$ cat config.mk
export PLATFORM = sky130hd
export DESIGN_NAME = crc_serial_engine_flat
export DESIGN_NICKNAME = d
export VERILOG_FILES = /design/src/rtl/crc_serial_engine_if.sv /design/src/rtl/crc_serial_engine.sv /design/src/flat_wrapper.sv
export SDC_FILE = /design/constraint.sdc
export NUM_CORES = 1
export LEC_CHECK = 0
export CORE_MARGIN = 2
export CORE_UTILIZATION = 67
export DETAILED_ROUTE_END_ITERATION = 12
export DONT_BUFFER_PORTS = 1
export PLACE_DENSITY_LB_ADDON = 0.2
export SLEW_MARGIN = 20
export SYNTH_ARGS = -nofsm -noshare
export SYNTH_HDL_FRONTEND = slang
export SYNTH_SLANG_ARGS = --single-unit
$ cat constraint.sdc
create_clock -name clk -period 6.4 [get_ports clk]
set_clock_uncertainty 0.2 [all_clocks]
set_input_delay 1.28 -clock clk [delete_from_list [all_inputs] [get_ports clk]]
set_output_delay 1.28 -clock clk [all_outputs]
set_load 0.02 [all_outputs]
$ cat src/rtl/crc_serial_engine_if.sv
// Serial CRC engine handshake bundle: control, serial input, serial output and status.
// The master modport drives the engine; the slave modport is the engine itself.
interface crc_serial_engine_if #(
    parameter int unsigned CRC_W = 5,
    parameter int unsigned LEN_W = 14
) ();
    logic             start;
    logic             mode;
    logic [LEN_W-1:0] len;
    logic             s_in;
    logic             s_valid;
    logic             s_out;
    logic             out_valid;
    logic             out_ready;
    logic             busy;
    logic             done;
    logic             crc_ok;
    logic [CRC_W-1:0] crc_val;
    logic             ack;

    modport master (
        output start, mode, len, s_in, s_valid, out_ready, ack,
        input  s_out, out_valid, busy, done, crc_ok, crc_val
    );

    modport slave (
        input  start, mode, len, s_in, s_valid, out_ready, ack,
        output s_out, out_valid, busy, done, crc_ok, crc_val
    );
endinterface

$ cat src/rtl/crc_serial_engine.sv
// Serial CRC generator/checker, LSB-first payload; GEN appends complemented CRC MSB first,
// CHK absorbs the received CRC and compares the register against the good-packet residue.
module crc_serial_engine #(
    parameter int unsigned      CRC_W   = 5,
    parameter logic [CRC_W-1:0] POLY    = 5'h05,
    parameter logic [CRC_W-1:0] INIT    = '1,
    parameter logic [CRC_W-1:0] RESIDUE = 5'h0C,
    parameter int unsigned      LEN_W   = 14
) (
    input logic                clk,
    input logic                rst,
    crc_serial_engine_if.slave bus
);
    localparam int unsigned IdxW = (CRC_W > 1) ? $clog2(CRC_W) : 1;

    typedef enum logic [2:0] {StIdle, StPayload, StAppend, StRxcrc, StDone} state_e;

    state_e           state_q, state_d;
    logic [LEN_W-1:0] cnt_q, cnt_d;
    logic [LEN_W-1:0] len_q, len_d;
    logic             mode_q, mode_d;
    logic [CRC_W-1:0] crc_q, crc_d;
    logic             crc_ok_q, crc_ok_d;
    logic [CRC_W-1:0] crc_upd;
    logic             fb;
    logic [IdxW-1:0]  bit_idx;

    always_comb begin
        fb      = crc_q[CRC_W-1] ^ bus.s_in;
        crc_upd = {crc_q[CRC_W-2:0], 1'b0} ^ (fb ? POLY : '0);
        // During APPEND cnt never exceeds CRC_W-1, so the low bits suffice as an index.
        bit_idx = IdxW'(CRC_W - 1) - cnt_q[IdxW-1:0];
    end

    always_comb begin
        state_d  = state_q;
        cnt_d    = cnt_q;
        len_d    = len_q;
        mode_d   = mode_q;
        crc_d    = crc_q;
        crc_ok_d = crc_ok_q;
        unique case (state_q)
            StIdle: begin
                if (bus.start) begin
                    crc_d    = INIT;
                    cnt_d    = '0;
                    mode_d   = bus.mode;
                    len_d    = bus.len;
                    crc_ok_d = 1'b0;
                    if (bus.len != '0) state_d = StPayload;
                    else               state_d = bus.mode ? StRxcrc : StAppend;
                end
            end
            StPayload: begin
                if (bus.s_valid) begin
                    crc_d = crc_upd;
                    if (cnt_q == len_q - LEN_W'(1)) begin
                        cnt_d   = '0;
                        state_d = mode_q ? StRxcrc : StAppend;
                    end else begin
                        cnt_d = cnt_q + LEN_W'(1);
                    end
                end
            end
            StAppend: begin
                if (bus.out_ready) begin
                    if (cnt_q == LEN_W'(CRC_W - 1)) begin
                        cnt_d   = '0;
                        state_d = StDone;
                    end else begin
                        cnt_d = cnt_q + LEN_W'(1);
                    end
                end
            end
            StRxcrc: begin
                if (bus.s_valid) begin
                    crc_d = crc_upd;
                    if (cnt_q == LEN_W'(CRC_W - 1)) begin
                        cnt_d    = '0;
                        crc_ok_d = (crc_upd == RESIDUE);
                        state_d  = StDone;
                    end else begin
                        cnt_d = cnt_q + LEN_W'(1);
                    end
                end
            end
            StDone: begin
                if (bus.ack) begin
                    crc_ok_d = 1'b0;
                    state_d  = StIdle;
                end
            end
            default: state_d = StIdle;
        endcase
    end

    always_ff @(posedge clk) begin
        if (rst) begin
            state_q  <= StIdle;
            cnt_q    <= '0;
            len_q    <= '0;
            mode_q   <= 1'b0;
            crc_q    <= INIT;
            crc_ok_q <= 1'b0;
        end else begin
            state_q  <= state_d;
            cnt_q    <= cnt_d;
            len_q    <= len_d;
            mode_q   <= mode_d;
            crc_q    <= crc_d;
            crc_ok_q <= crc_ok_d;
        end
    end

    assign bus.out_valid = (state_q == StAppend);
    assign bus.s_out     = (state_q == StAppend) ? ~crc_q[bit_idx] : 1'b0;
    assign bus.busy      = (state_q != StIdle);
    assign bus.done      = (state_q == StDone);
    assign bus.crc_ok    = crc_ok_q;
    assign bus.crc_val   = crc_q;
endmodule

$ cat src/flat_wrapper.sv
// flat-port wrapper written by rule: the top's interface ports become plain ports
module crc_serial_engine_flat 
#(
    parameter int unsigned      CRC_W   = 5,
    parameter logic [CRC_W-1:0] POLY    = 5'h05,
    parameter logic [CRC_W-1:0] INIT    = '1,
    parameter logic [CRC_W-1:0] RESIDUE = 5'h0C,
    parameter int unsigned      LEN_W   = 14
)
  (clk, rst, bus_start, bus_mode, bus_len, bus_s_in, bus_s_valid, bus_out_ready, bus_ack, bus_s_out, bus_out_valid, bus_busy, bus_done, bus_crc_ok, bus_crc_val);
  crc_serial_engine_if #(.CRC_W(CRC_W), .LEN_W(LEN_W)) bus_i ();
  input logic clk;
  input logic rst;
  input wire logic [$bits(bus_i.start)-1:0] bus_start;
  input wire logic [$bits(bus_i.mode)-1:0] bus_mode;
  input wire logic [$bits(bus_i.len)-1:0] bus_len;
  input wire logic [$bits(bus_i.s_in)-1:0] bus_s_in;
  input wire logic [$bits(bus_i.s_valid)-1:0] bus_s_valid;
  input wire logic [$bits(bus_i.out_ready)-1:0] bus_out_ready;
  input wire logic [$bits(bus_i.ack)-1:0] bus_ack;
  output wire logic [$bits(bus_i.s_out)-1:0] bus_s_out;
  output wire logic [$bits(bus_i.out_valid)-1:0] bus_out_valid;
  output wire logic [$bits(bus_i.busy)-1:0] bus_busy;
  output wire logic [$bits(bus_i.done)-1:0] bus_done;
  output wire logic [$bits(bus_i.crc_ok)-1:0] bus_crc_ok;
  output wire logic [$bits(bus_i.crc_val)-1:0] bus_crc_val;
  assign bus_i.start = bus_start;
  assign bus_i.mode = bus_mode;
  assign bus_i.len = bus_len;
  assign bus_i.s_in = bus_s_in;
  assign bus_i.s_valid = bus_s_valid;
  assign bus_i.out_ready = bus_out_ready;
  assign bus_i.ack = bus_ack;
  assign bus_s_out = bus_i.s_out;
  assign bus_out_valid = bus_i.out_valid;
  assign bus_busy = bus_i.busy;
  assign bus_done = bus_i.done;
  assign bus_crc_ok = bus_i.crc_ok;
  assign bus_crc_val = bus_i.crc_val;
  crc_serial_engine #(.CRC_W(CRC_W), .POLY(POLY), .INIT(INIT), .RESIDUE(RESIDUE), .LEN_W(LEN_W)) u_core (.clk(clk), .rst(rst), .bus(bus_i));
endmodule
**Word level (Yosys, flattened, before mapping)**

Cells that the tools add are included.

- Word-level logic and storage cells: 70
- Output and inout bits: 10
- Register bits: 38

- Equality and inequality tests: 15
- Reductions and logical operators: 12
- Add/sub/neg operators: 3
- Order comparisons: 1
- Bitwise gates (word level): 3
- Multiplexer cells: 30

Operators with widths:

| cell | count |
|---|---|
| 2-to-1 mux 14 bit | 6 |
| one-hot mux 14 bit (4 select lines) | 1 |
| 2-to-1 mux 3 bit | 9 |
| one-hot mux 3 bit (5 select lines) | 1 |
| adder 14 x 1 -> 14 bit (second input constant) | 1 |
| equality test 14 bit | 1 |
| equality test 14 x 3 -> 1 bit (second input constant) | 1 |
| nonzero test 14 bit | 1 |
| subtractor 14 x 1 -> 14 bit (second input constant) | 1 |
| 2-to-1 mux 5 bit | 2 |
| != test 2 bit (second input constant) | 5 |
| one-hot mux 5 bit (2 select lines) | 1 |
| AND reduction 5 bit | 2 |
| 2-to-1 mux 1 bit | 8 |
| equality test 3 x 2 -> 1 bit (second input constant) | 2 |
| != test 2 x 1 -> 1 bit (second input constant) | 3 |
| AND reduction 6 bit | 1 |
| nonzero test 3 bit | 2 |
| equality test 5 x 4 -> 1 bit (second input constant) | 1 |
| bitwise XOR 5 bit | 1 |
| less-than comparator 3 x 4 -> 1 bit (second input constant) | 1 |
| nonzero test 4 bit | 1 |
| binary-select mux 1 bit (select 3 bit) | 1 |
| equality test 3 x 1 -> 1 bit (second input constant) | 1 |
| other kinds (10) | 10 |

**Longest topological paths before layout**

- Word-level depth: 7
- Depth in mapped cells: 11
- Mapped depth without buffers: 9

**Least setup slack after synthesis**

OpenSTA, ideal clock, no wires.

- Path type: flip-flop to output port
- Start point: reg u_core.cnt_q[0]
- End point: out bus_s_out
- Setup slack: 2.350 ns
- Buffers on the path: 1
- Arrival: 2.570 ns
- Cell stages (with the launch flop): 6
- Cells stage by stage: dfxtp_1 > clkbuf_1 > inv_1 > ha_1 > mux4_2 > a2111oi_0

- Cells in the longest elaborated chain, start to end: 5

Ends and longest elaborated chain:

| element | line | RTL |
|---|---|---|
| start: declaration | crc_serial_engine.sv:19 | `logic [LEN_W-1:0] cnt_q, cnt_d;` |
| start signal: assignment | crc_serial_engine.sv:107 | `cnt_q <= cnt_d;` |
| subtractor 3 bit | crc_serial_engine.sv:32 | `bit_idx = IdxW'(CRC_W - 1) - cnt_q[IdxW-1:0];` |
| binary-select mux 1 bit (select 3 bit) | crc_serial_engine.sv:116 | `assign bus.s_out = (state_q == StAppend) ? ~crc_q[bit_idx] : 1'b0;` |
| 2-to-1 mux 1 bit (implied by the code) | crc_serial_engine.sv:116 |  |
| inverter 1 bit | crc_serial_engine.sv:116 |  |
| 2-to-1 mux 1 bit | crc_serial_engine.sv:116 |  |
| end: declaration | flat_wrapper.sv:21 | `output wire logic [$bits(bus_i.s_out)-1:0] bus_s_out;` |

Every way passes these cells. The select of a mux whose other input is x is not followed.

**Final worst setup path**

Ends and elaborated chain as after synthesis.

==> flow_metrics.tcl <==
set metrics [dict create \
    syn2layout_area_growth_pct 2.642 \
    routedWlPerCell_um 16.94 \
    synth_edf_count 0 \
    post_cts_buffers 0 \
    r2r-start "u_core.len_q[0]" \
    die-area_sq_um 4176 \
    maxCapViolations 0 \
    diodes 0 \
    reg2reg_depth 9 \
    peakVddDrop_uv 193.4 \
    routed_wl_um 6133 \
    postCtsResizedCells 0 \
    hp-class "reg2reg" \
    clkTransAtPathRegs_ns 0.07 \
    via_per_inst 6.591 \
    design_area_sq_um 2527 \
    min-delay-start "u_core.mode_q" \
    postSynth.asyncResetShare 0 \
    hold_path_depth 2 \
    hold_buffers 0 \
    hold_violations 0 \
    numCtsBuffers 5 \
    syn_nets 351 \
    core_area_sq_um 3606 \
    synth.top_cells.by_area "dfxtp_1 (31%), nand2_1 (7.9%), xor2_1 (5.0%)" \
    rows 22 \
    power_density_nw_per_um2 323.6 \
    grt-ovfl-total 0 \
    final_core_util 0.7009 \
    ys_ff_latch 38 \
    tns_ns 0 \
    drive_above_1_share 0.05732 \
    placement.io_buffers 0 \
    cts_max_level 2 \
    fmax_ghz 0.2447 \
    clockBufferDepth 2 \
    max_slew.worst_pin.slew_ns 1.129 \
    start_util 0.6829 \
    detail_route.iter0.violations 215 \
    vias 2386 \
    period_share 0.6385 \
    arrival_ns 2.61 \
    insertion_delay_ns 0.29 \
    root_buffer "clkbuf_8" \
    dr.pass1.iters 5 \
    ant_nets 0 \
    status "finished, final reports clean" \
    grt_max_degree 26 \
    fin_nets 338 \
    cp_max_fo 9 \
    netlist-cell-type-count 51 \
    die_x_um 64.63 \
    postPlaceCellArea_sq_um 2431 \
    synthCells 326 \
    yosysSeqAreaShare 0.3089 \
    boundaryPins 32 \
    yosysTopAreaCell "dfxtp_1" \
    crit_required_ns 4.92 \
    timing.hold.ws_ns 0.2832 \
    rsz0062_at_grt "false" \
    post-dp-hpwl_um 4508 \
    drc 0 \
    critPathKind "reg2out" \
    antenna_found_initial 0 \
    yosysTopAreaCellShare 0.3089 \
    setup_viol 0 \
    synth_ff_type "dfxtp_1" \
    die_h_um 64.63 \
    final_max_slew_viol_count 0 \
    routabilityCongestion 0.8689 \
    maxSlewHeadroom 0.2471 \
    crit_path_start_kind "register" \
    rrSetupSlack_ns 3.14 \
    power_leakage_nw 0.8936 \
    avgSynthCellArea_sq_um 7.553 \
    r2r-end "u_core.cnt_q[1]" \
    grt_use_total 0.3083 \
    grt_pass1_vias 2073 \
    tritoncts "built" \
    syn-cell-area_sq_um 2462 \
    grt_pass1_wl_um 10060 \
    holdPathEnd "u_core.mode_q" \
    synth_warnings 0 \
    clkSinkCount 38 \
    worstSetupEndpointType "primary output" \
    min_period_ns 4.086 \
]
## cells in the mapped netlist (8+ instances only)
library cell and instances:
xor2_1 14, dfxtp_1 38, o21ai_0 10, xnor2_1 13
nand3_1 9, a21oi_1 23, nor4_1 12, inv_1 8
nand4_1 8, nand2_1 52, nor3_1 12, nor2_1 24
clkbuf_1 15
## layout by cell type (no fill, tap or decap), types with 2 or more instances in the layout
cell	synthesis	routed
a211oi_1	6	6
a21oi_1	23	23
a22oi_1	2	2
a31oi_1	5	5
a41oi_1	2	2
and2_1	4	4
and3_1	6	6
clkbuf_8	0	6
dfxtp_1	38	38
ha_1	3	3
inv_1	8	8
mux2_2	2	2
nand2_1	52	52
nand2b_1	3	3
nand3_1	9	9
nand4_1	8	8
nor2_1	24	24
nor2b_1	5	5
nor3_1	12	11
nor4_1	12	12
nor4b_1	3	3
o2111ai_1	4	4
o21ai_0	10	10
o22ai_1	2	2
o31ai_1	4	4
or2_2	2	2
or3_1	5	5
or4_1	5	5
or4_4	2	2
xnor2_1	13	13
xor2_1	14	14
## how the worst max path moves through the flow
stage	slack (ns)	from	cells past startpoint	to
after floorplan	2.35	u_core.cnt_q[0]	5	bus_s_out
after global placement	2.66	u_core.cnt_q[0]	4	bus_s_out
after detailed placement	2.63	u_core.cnt_q[0]	4	bus_s_out
after CTS	2.31	u_core.cnt_q[0]	4	bus_s_out
after global routing	2.17	u_core.cnt_q[0]	4	bus_s_out
final	2.31	u_core.cnt_q[0]	4	bus_s_out
## routing by layer
metal	GRT usage	share of wire
met1	0.4173	0.44
met2	0.4883	0.47
met3	0.05729	0.071
met4	0.1197	0.019
met5	0	0
## report_power, final
part           leakage, nW  switching [W]  total (W)  internal (W)
Combinational        0.536       0.000203   0.000334      0.000131
Clock               0.0482      0.0000850   0.000172     0.0000869
Sequential           0.309      0.0000512   0.000312      0.000261
## through the flow
| step | cells | power, W | worst slack, ns |
|---|---|---|---|
| after floorplan | 326 | 0.0005801 | 2.350 |
| after global placement | 354 | 0.0006310 | 2.655 |
| after detailed placement | 354 | 0.0006422 | 2.633 |
| after CTS | 362 | 0.0008117 | 2.305 |
| after global routing | 362 | 0.0008706 | 2.171 |
| final | 362 | 0.0008180 | 2.314 |
## layout make-up
type / count / area, sq um
multi-input cells: 259 / 1582
fillers: 333 / 1079
flip-flops and latches: 38 / 760.7
clock buffers: 7 / 86.33
well taps: 48 / 60.06
inverters: 9 / 33.78
clock inverters: 1 / 5.005
## flip-flops by register name, summed over array words and instances (netlist names)
name,cells
u_core.bus.crc_ok,1
u_core.state_q,3
u_core.mode_q,1
u_core.bus.crc_val,5
u_core.cnt_q,14
u_core.len_q,14
## worst max-delay path: stages (launching register included)
cell       delay, ns
dfxtp_1         0.51
inv_1           0.08
ha_1            0.34
mux4_2          0.50
a2111oi_1       0.88
## cells by family (layout without fill, tap and decap cells)
family                     count (synthesis)  count (layout)  synth area share
muxes                                      4               4           0.02236
buffers and inverters                     29              17           0.05132
xor gates and xnor gates                  27              27           0.09604
adders and majority gates                  3               3           0.01525
and+or+nand+nor                          158             158            0.3313
AOI/OAI and AO/OA                         67              67            0.1748
DFF                                       38              38            0.3089
(Power assumes the default switching activity.)
